$ cat src/rtl/repadd_mult_ctrl.sv
// Unsigned multiplier controller using repeated addition through an external adder.
// Product is min(a,b) additions of max(a,b); the adder is outside this block.
module repadd_mult_ctrl #(
  parameter int unsigned OPW = 8,
  parameter int unsigned ACW = 16
) (
  input  logic           clk,
  input  logic           rst,
  input  logic           start,
  input  logic [OPW-1:0] a,
  input  logic [OPW-1:0] b,
  output logic [ACW-1:0] add_in1,
  output logic [ACW-1:0] add_in2,
  input  logic [ACW-1:0] add_out,
  output logic           busy,
  output logic           done,
  output logic [ACW-1:0] product
);

  typedef enum logic [1:0] {
    StIdle,
    StAdd,
    StDone
  } state_e;

  state_e         r_state;
  logic [ACW-1:0] r_acc;
  logic [ACW-1:0] r_mcand;
  logic [OPW-1:0] r_count;
  logic           r_busy;
  logic           r_done;
  logic [ACW-1:0] r_product;

  logic           w_a_lt_b;
  logic [OPW-1:0] w_min;
  logic [OPW-1:0] w_max;

  // Fewer iterations when the smaller operand drives the loop count.
  assign w_a_lt_b = (a < b);
  assign w_min    = w_a_lt_b ? a : b;
  assign w_max    = w_a_lt_b ? b : a;

  always_ff @(posedge clk) begin
    if (rst) begin
      r_state   <= StIdle;
      r_acc     <= '0;
      r_mcand   <= '0;
      r_count   <= '0;
      r_busy    <= 1'b0;
      r_done    <= 1'b0;
      r_product <= '0;
    end else begin
      unique case (r_state)
        StIdle: begin
          r_done <= 1'b0;
          if (start) begin
            r_count <= w_min;
            r_mcand <= ACW'(w_max);
            r_acc   <= '0;
            if (w_min == '0) begin
              r_state   <= StDone;
              r_done    <= 1'b1;
              r_product <= '0;
            end else begin
              r_state <= StAdd;
              r_busy  <= 1'b1;
            end
          end
        end
        StAdd: begin
          r_acc   <= add_out;
          r_count <= r_count - 1'b1;
          // Leave after the final add; product takes the adder result directly.
          if (r_count == OPW'(1)) begin
            r_state   <= StDone;
            r_busy    <= 1'b0;
            r_done    <= 1'b1;
            r_product <= add_out;
          end
        end
        StDone: begin
          r_state <= StIdle;
          r_done  <= 1'b0;
        end
        default: begin
          r_state <= StIdle;
          r_busy  <= 1'b0;
          r_done  <= 1'b0;
        end
      endcase
    end
  end

  assign add_in1 = r_acc;
  assign add_in2 = r_mcand;
  assign busy    = r_busy;
  assign done    = r_done;
  assign product = r_product;

endmodule

$ cat config.mk
export PLATFORM = sky130hd
export DESIGN_NAME = repadd_mult_ctrl
export DESIGN_NICKNAME = d
export VERILOG_FILES = /design/src/rtl/repadd_mult_ctrl.sv
export SDC_FILE = /design/constraint.sdc
export NUM_CORES = 1
export LEC_CHECK = 0
export CAP_MARGIN = 10
export CORE_MARGIN = 8
export CORE_UTILIZATION = 51
export DETAILED_ROUTE_END_ITERATION = 8
export PLACE_DENSITY_LB_ADDON = 0.3
export SLEW_MARGIN = 20
export SYNTH_ARGS = -nofsm -noshare
export SYNTH_HDL_FRONTEND = slang
export SYNTH_SLANG_ARGS = --single-unit
$ cat constraint.sdc
create_clock -name clk -period 3.11 [get_ports clk]
set_input_delay 0.622 -clock clk [delete_from_list [all_inputs] [get_ports clk]]
set_output_delay 0.622 -clock clk [all_outputs]
set_load 0.02 [all_outputs]
==> run summary, run 1 <==
Static Leakage -> 0.00129 uW
Slew headroom -> 0.500
Most frequent cell after synthesis -> dfxtp_1
Synth top area share -> 0.369
Die area -> 0.00816 sq mm
Slew Limit Fails -> 0
Drt first pass iters -> 4
Mapped Area -> 0.00282 sq mm
Critical Path RT -> 3.32 ns
Number of synthesized flops with an enable pin -> 0
Vias in the first global route -> 2610
Hold Path End -> add_in1[14]
HPWL Detailed -> 5.68 mm
HP Class -> reg -> reg
CP startpoint kind -> input port
Fin. Hold Viols -> 0
Filler cells -> 467
CTS tree -> done
Synth-to-layout area growth -> 31.9%
Largest net degree at the start of global routing -> 41
Num ports -> 85
Vias -> 2515
Post-cts sizing count -> 0
Hold path startpoint -> add_in1[14]
WP buf/inv -> 3
Cts bufs inserted -> 5
Maximum VDD drop -> 265 uV
Total Power -> 1780 uW
DR WL/cell -> 16.7 um
Die Span Y -> 90.3 um
Worst-Skew Late Latency -> 0.31 ns
Netlist cell types -> 45
R2R Path End -> busy
Core ar. -> 0.00541 sq mm
Synth top area cells -> dfxtp_1, nand3b_1, nand2_1, a311oi_2, ha_1
Bufs on Longest Clock Path -> 2
Row cnt -> 27
WS Path Type -> in -> reg
# DRC -> 0
Final setup vio count -> 0
Clk root buf -> clkbuf_8
IO buf count -> 76
Clk_skew -> 0.00943 ns
Ys Warns -> 0
Routed Antenna Nets -> 0
Mapped Cells -> 307
CP endpoint kind -> flop
Top delay family on crit path -> compound AO/OA/AOI/OAI gates
Share of cells above drive strength 1 -> 0.121
Register area share after synthesis -> 0.369
Nets -> 422
Actual slew at the worst max-slew pin -> 0.750 ns
Clock period minus worst slack -> 2.61 ns
R2R setup slack -> 0.75 ns
Vias per inst -> 5.58
List of most frequent post-synthesis cells -> dfxtp_1, nand2_1, nand3b_1, a21oi_1, clkbuf_1
Setup_tns -> 0 ns
Setup bufs post-CTS -> 0
CTS Hold Bufs -> 0
First-pass GRT wire length -> 12.8 mm
Worst setup margin -> 0.499 ns
R2R depth -> 6
Worst r2r src -> r_count[2]
Worst path cell trace -> clkdlybuf4s50_1, inv_1, ha_1, a211o_1, a21oi_1, o31ai_4, mux2i_2, buf_12, a2111oi_4
Yosys top cell by area -> dfxtp_1
Setup slack after placement -> 0.199 ns
Drt first-iter violations -> 109
Total grt overflow -> 0
Yosys reg bits -> 52
FFs w/ async S/R, synth -> 0
Data arrival time of the worst path -> 2.82 ns
Reg clk slew, reported paths -> 0.10 ns
GRT Total Usage -> 0.184
Top_reg_cell synth -> dfxtp_1
Power Density -> 480 mW/mm^2
Maxcap violations -> 0
Starting Density -> 0.521
Hold Path Stages -> 2
Initial antenna violation count -> 0
Unrepaired setup endpoints after global routing -> false
Maximum clock rate -> 0.383 GHz
H-tree Lvls -> 2
Clock sink count -> 52
GPL Wtd Cong -> 0.880
Critical path's largest stage delay -> 0.52 ns
CP max stage cell -> clkdlybuf4s50_1
Status -> finished clean
Fin crit share -> 0.840
Drt total wl -> 7.55 mm
Syn avg cell area -> 9.18 sq um
Die X -> 90.3 um
Antenna diodes -> 0
Largest fanout on the critical path -> 20
==> worst max-delay path by stage <==
stage,startpoint,endpoint,slack [ns],cells after the start
final,b[5],busy,0.50,9
after global routing,b[5],busy,0.38,9
after CTS,b[5],busy,0.51,9
after detailed placement,b[5],busy,0.20,9
after global placement,b[5],busy,0.26,9
after floorplan,b[5],busy,0.82,8
==> flip-flops by register name, indices dropped and copies added (netlist names) <==
register / count
r_count: 8
done: 1
product: 16
add_in2: 8
busy: 1
r_state: 2
add_in1: 16
==> kinds of logic (layout without fill, tap and decap cells) <==
family,count (synthesis),count (layout),share of synthesized area
compound gates,82,82,0.250
fa+ha+maj,9,9,0.0400
buf+inv,41,106,0.0759
flops,52,52,0.369
mux,13,13,0.0480
other cells,1,8,0.00133
simple gates,109,109,0.216
==> through the flow <==
| stage | cell area [sq um] | hold WS, ns | utilization | instances |
|---|---|---|---|---|
| floorplan | 2840 | 0.522 | - | 314 |
| global placement | 3620 | 0.442 | 0.671 | 443 |
| detailed placement | 3630 | 0.446 | 0.671 | 443 |
| CTS | 3720 | 0.460 | 0.688 | 451 |
| global route | 3720 | 0.483 | 0.688 | 451 |
| finish | 3720 | 0.460 | 0.688 | 451 |
==> worst reg2reg max path, stage by stage, from the launching register on <==
cell and delay (ns):
dfxtp_1 0.36, or4_4 0.60, nor4_4 0.53, or2_1 0.17, buf_4 0.25, nor2_1 0.10, a2111oi_4 0.26
==> routing by layer <==
metal	global-route usage	share of wire	vias up
li1	-	-	1255
met2	0.320	0.50	82
met4	0.0541	0.011	0
met3	0.0382	0.055	6
met5	0	0	-
met1	0.221	0.44	1172
==> cell type report <==
class / instances / area [sq um] / area share
Tap cell: 72 / 90.1 / 0.0242
Clock inverter: 3 / 21.3 / 0.00572
Multi-Input combinational cell: 221 / 1600 / 0.430
Inverter: 10 / 37.5 / 0.0101
Clock buffer: 5 / 68.8 / 0.0185
Timing Repair Buffer: 88 / 858 / 0.231
Sequential cell: 52 / 1040 / 0.280
==> placed cells by master, fill, tap and decap left out, types with 4 or more instances in the layout <==
cell and instances:
a21oi_1 18, a21boi_0 6, a311oi_1 6, nor2_1 13, clkdlybuf4s50_1 75, clkbuf_8 5
nand3b_1 24, nand4b_1 7, mux2i_1 8, inv_1 10, a21boi_1 10, o21a_1 5
a211oi_1 8, conb_1 8, o221ai_1 8, mux2_2 4, buf_4 11, nand2_1 43
a311oi_2 10, nor4_1 4, ha_1 9, dfxtp_1 52
==> where the power goes <==
group / switching, uW / internal, uW
clock network: 229 / 160
registers: 53.4 / 736
logic: 340 / 266
total: 622 / 1160
No activity file was read; power rests on OpenSTA's default activity.
==> inputs of run 2 (changes only) <==
--- a/config.mk
+++ b/config.mk
@@ -7,7 +7,7 @@
 export LEC_CHECK = 0
 export CAP_MARGIN = 10
 export CORE_MARGIN = 8
-export CORE_UTILIZATION = 51
+export CORE_UTILIZATION = 47
 export DETAILED_ROUTE_END_ITERATION = 8
 export PLACE_DENSITY_LB_ADDON = 0.3
 export SLEW_MARGIN = 20
==> constraint.sdc (replaced) <==
create_clock -name clk -period 2.5 [get_ports clk]
set_input_delay 0.5 -clock clk [delete_from_list [all_inputs] [get_ports clk]]
set_output_delay 0.5 -clock clk [all_outputs]
set_load 0.02 [all_outputs]
==> run 2 against run 1 <==
  * Worst hold slack better by 0.0011 ns
  * Wire length up 1.5%
  * Clock skew up 0.013 ns
  * Count of clock-buffer cells in the layout unchanged
  * Via count up 3.9%
  * Critical path type unchanged
  * Sequential power up 24%
  * Global-route usage down 0.78 points
  * Highest routed layer unchanged
  * Design area up 4.9%
==> run summary, run 2 (synthesized netlist as in run 1, its figures left out) <==
Fin crit share -> 0.970
Largest net degree at the start of global routing -> 55
Vias per inst -> 5.52
Top delay family on crit path -> compound AO/OA/AOI/OAI gates
Initial antenna violation count -> 0
Power Density -> 578 mW/mm^2
Worst path cell trace -> clkdlybuf4s50_1, inv_1, ha_1, a211o_1, a21oi_1, o31ai_4, mux2i_2, buf_12, buf_12, a311oi_1
Die X -> 93.4 um
Crit path top cell by count -> buf_12
Final cell count without fillers -> 473
Slew headroom -> 0.419
Die area -> 0.00873 sq mm
Largest fanout on the critical path -> 9
First-pass GRT wire length -> 12.4 mm
Unrepaired setup endpoints after global routing -> false
Most frequent cells in the layout -> clkdlybuf4s50_1, dfxtp_1, nand2_1, buf_4, nand3b_1
Setup slack after placement -> -0.226 ns
Bufs on Longest Clock Path -> 2
Nets -> 441
CP endpoint kind -> flop
Fin. Hold Viols -> 0
Clock sink count -> 52
Clk_skew -> 0.0220 ns
Post-cts sizing count -> 0
Dpl cells -> 465
CTS Hold Bufs -> 0
Reg clk slew, reported paths -> 0.10 ns
Routed Antenna Nets -> 0
Final setup vio count -> 0
Slew Limit Fails -> 0
# DRC -> 0
Vias -> 2613
Commonest non-fill, non-tap cell in the layout -> clkdlybuf4s50_1
Clock period minus worst slack -> 2.42 ns
WP buf/inv -> 4
Synth-to-layout area growth -> 38.4%
Critical Path RT -> 2.72 ns
Clk root buf -> clkbuf_8
Status -> finished clean
Num ports -> 85
Maximum clock rate -> 0.412 GHz
CTS tree -> done
Antenna diodes -> 0
Data arrival time of the worst path -> 2.64 ns
Cts bufs inserted -> 5
HPWL Detailed -> 5.91 mm
CP max stage cell -> clkdlybuf4s50_1
Maxcap violations -> 0
Maximum VDD drop -> 330 uV
IO buf count -> 76
Static Leakage -> 0.00140 uW
DR WL/cell -> 16.2 um
Drt first pass iters -> 5
Setup bufs post-CTS -> 0
Critical path's largest stage delay -> 0.48 ns
H-tree Lvls -> 2
Setup_tns -> 0 ns
Drt total wl -> 7.67 mm
CP startpoint kind -> input port
Row cnt -> 28
HP Class -> reg -> reg
Vias in the first global route -> 2532
GRT Total Usage -> 0.176
Total grt overflow -> 0
Multi-input gate area -> 0.00160 sq mm
Sequential Area -> 0.00104 sq mm
Share of cells above drive strength 1 -> 0.161
Worst setup margin -> 0.0753 ns
Drt first-iter violations -> 86
Core ar. -> 0.00585 sq mm
Starting Density -> 0.482
Die Span Y -> 93.4 um
Filler cells -> 489
Worst-Skew Late Latency -> 0.32 ns
Actual slew at the worst max-slew pin -> 0.871 ns
GPL Wtd Cong -> 0.847
WS Path Type -> in -> reg
-- run 2: changes by cell type in the layout (fill, tap and decap cells not counted), sizes merged --
cell  change
buf      +19
-- run 2: worst paths after layout --
path / slack, ns / startpoint / endpoint / depth (start not counted)
worst min-delay path: 0.46 / add_in1[14] / add_in1[14] / 2
worst min register to register: 0.46 / add_in1[14] / add_in1[14] / 2
worst max register to register: 0.28 / r_count[2] / product[3] / 6
worst max-delay path: 0.08 / b[5] / product[1] / 10
-- run 2: worst min-delay path: cells and delay by family (launching register included) --
family / cells / cell delay [ns]
DFF: 1 / 0.32
AOI/OAI and AO/OA: 1 / 0.05
and+or+nand+nor: 1 / 0.05
-- run 2: metrics by stage --
stage / utilization / total power [uW] / cell area, sq um / hold WS (ns)
4_1_cts: 0.666 / 2270 / 3900 / 0.464
3_3_place_gp: 0.651 / 1760 / 3810 / 0.444
2_1_floorplan: - / 1480 / 2840 / 0.522
6_report: 0.666 / 2250 / 3900 / 0.461
5_1_grt: 0.666 / 2370 / 3900 / 0.481
3_5_place_dp: 0.651 / 1780 / 3810 / 0.450
-- run 2: cell type report --
type                       count  area share
multi-input combinational    221       0.410
sequential                    52       0.267
timing repair buffer         107       0.266
tap                           75      0.0241
clock buffer                   5      0.0177
inverter                      10     0.00963
clock inverter                 3     0.00546
-- run 2: power breakdown --
group | internal [uW] | leakage (uW) | switching, uW | total, uW
clock network | 199 | 0.0000445 | 291 | 490
logic | 355 | 0.000926 | 430 | 785
registers | 915 | 0.000425 | 62.3 | 978
-- run 2: layer usage --
layer / up-vias / part of all wire / GRT usage
met5: - / 0 / 0
met4: 0 / 0.021 / 0.0698
met3: 12 / 0.066 / 0.0457
met2: 74 / 0.49 / 0.307
met1: 1229 / 0.43 / 0.200
li1: 1298 / - / -
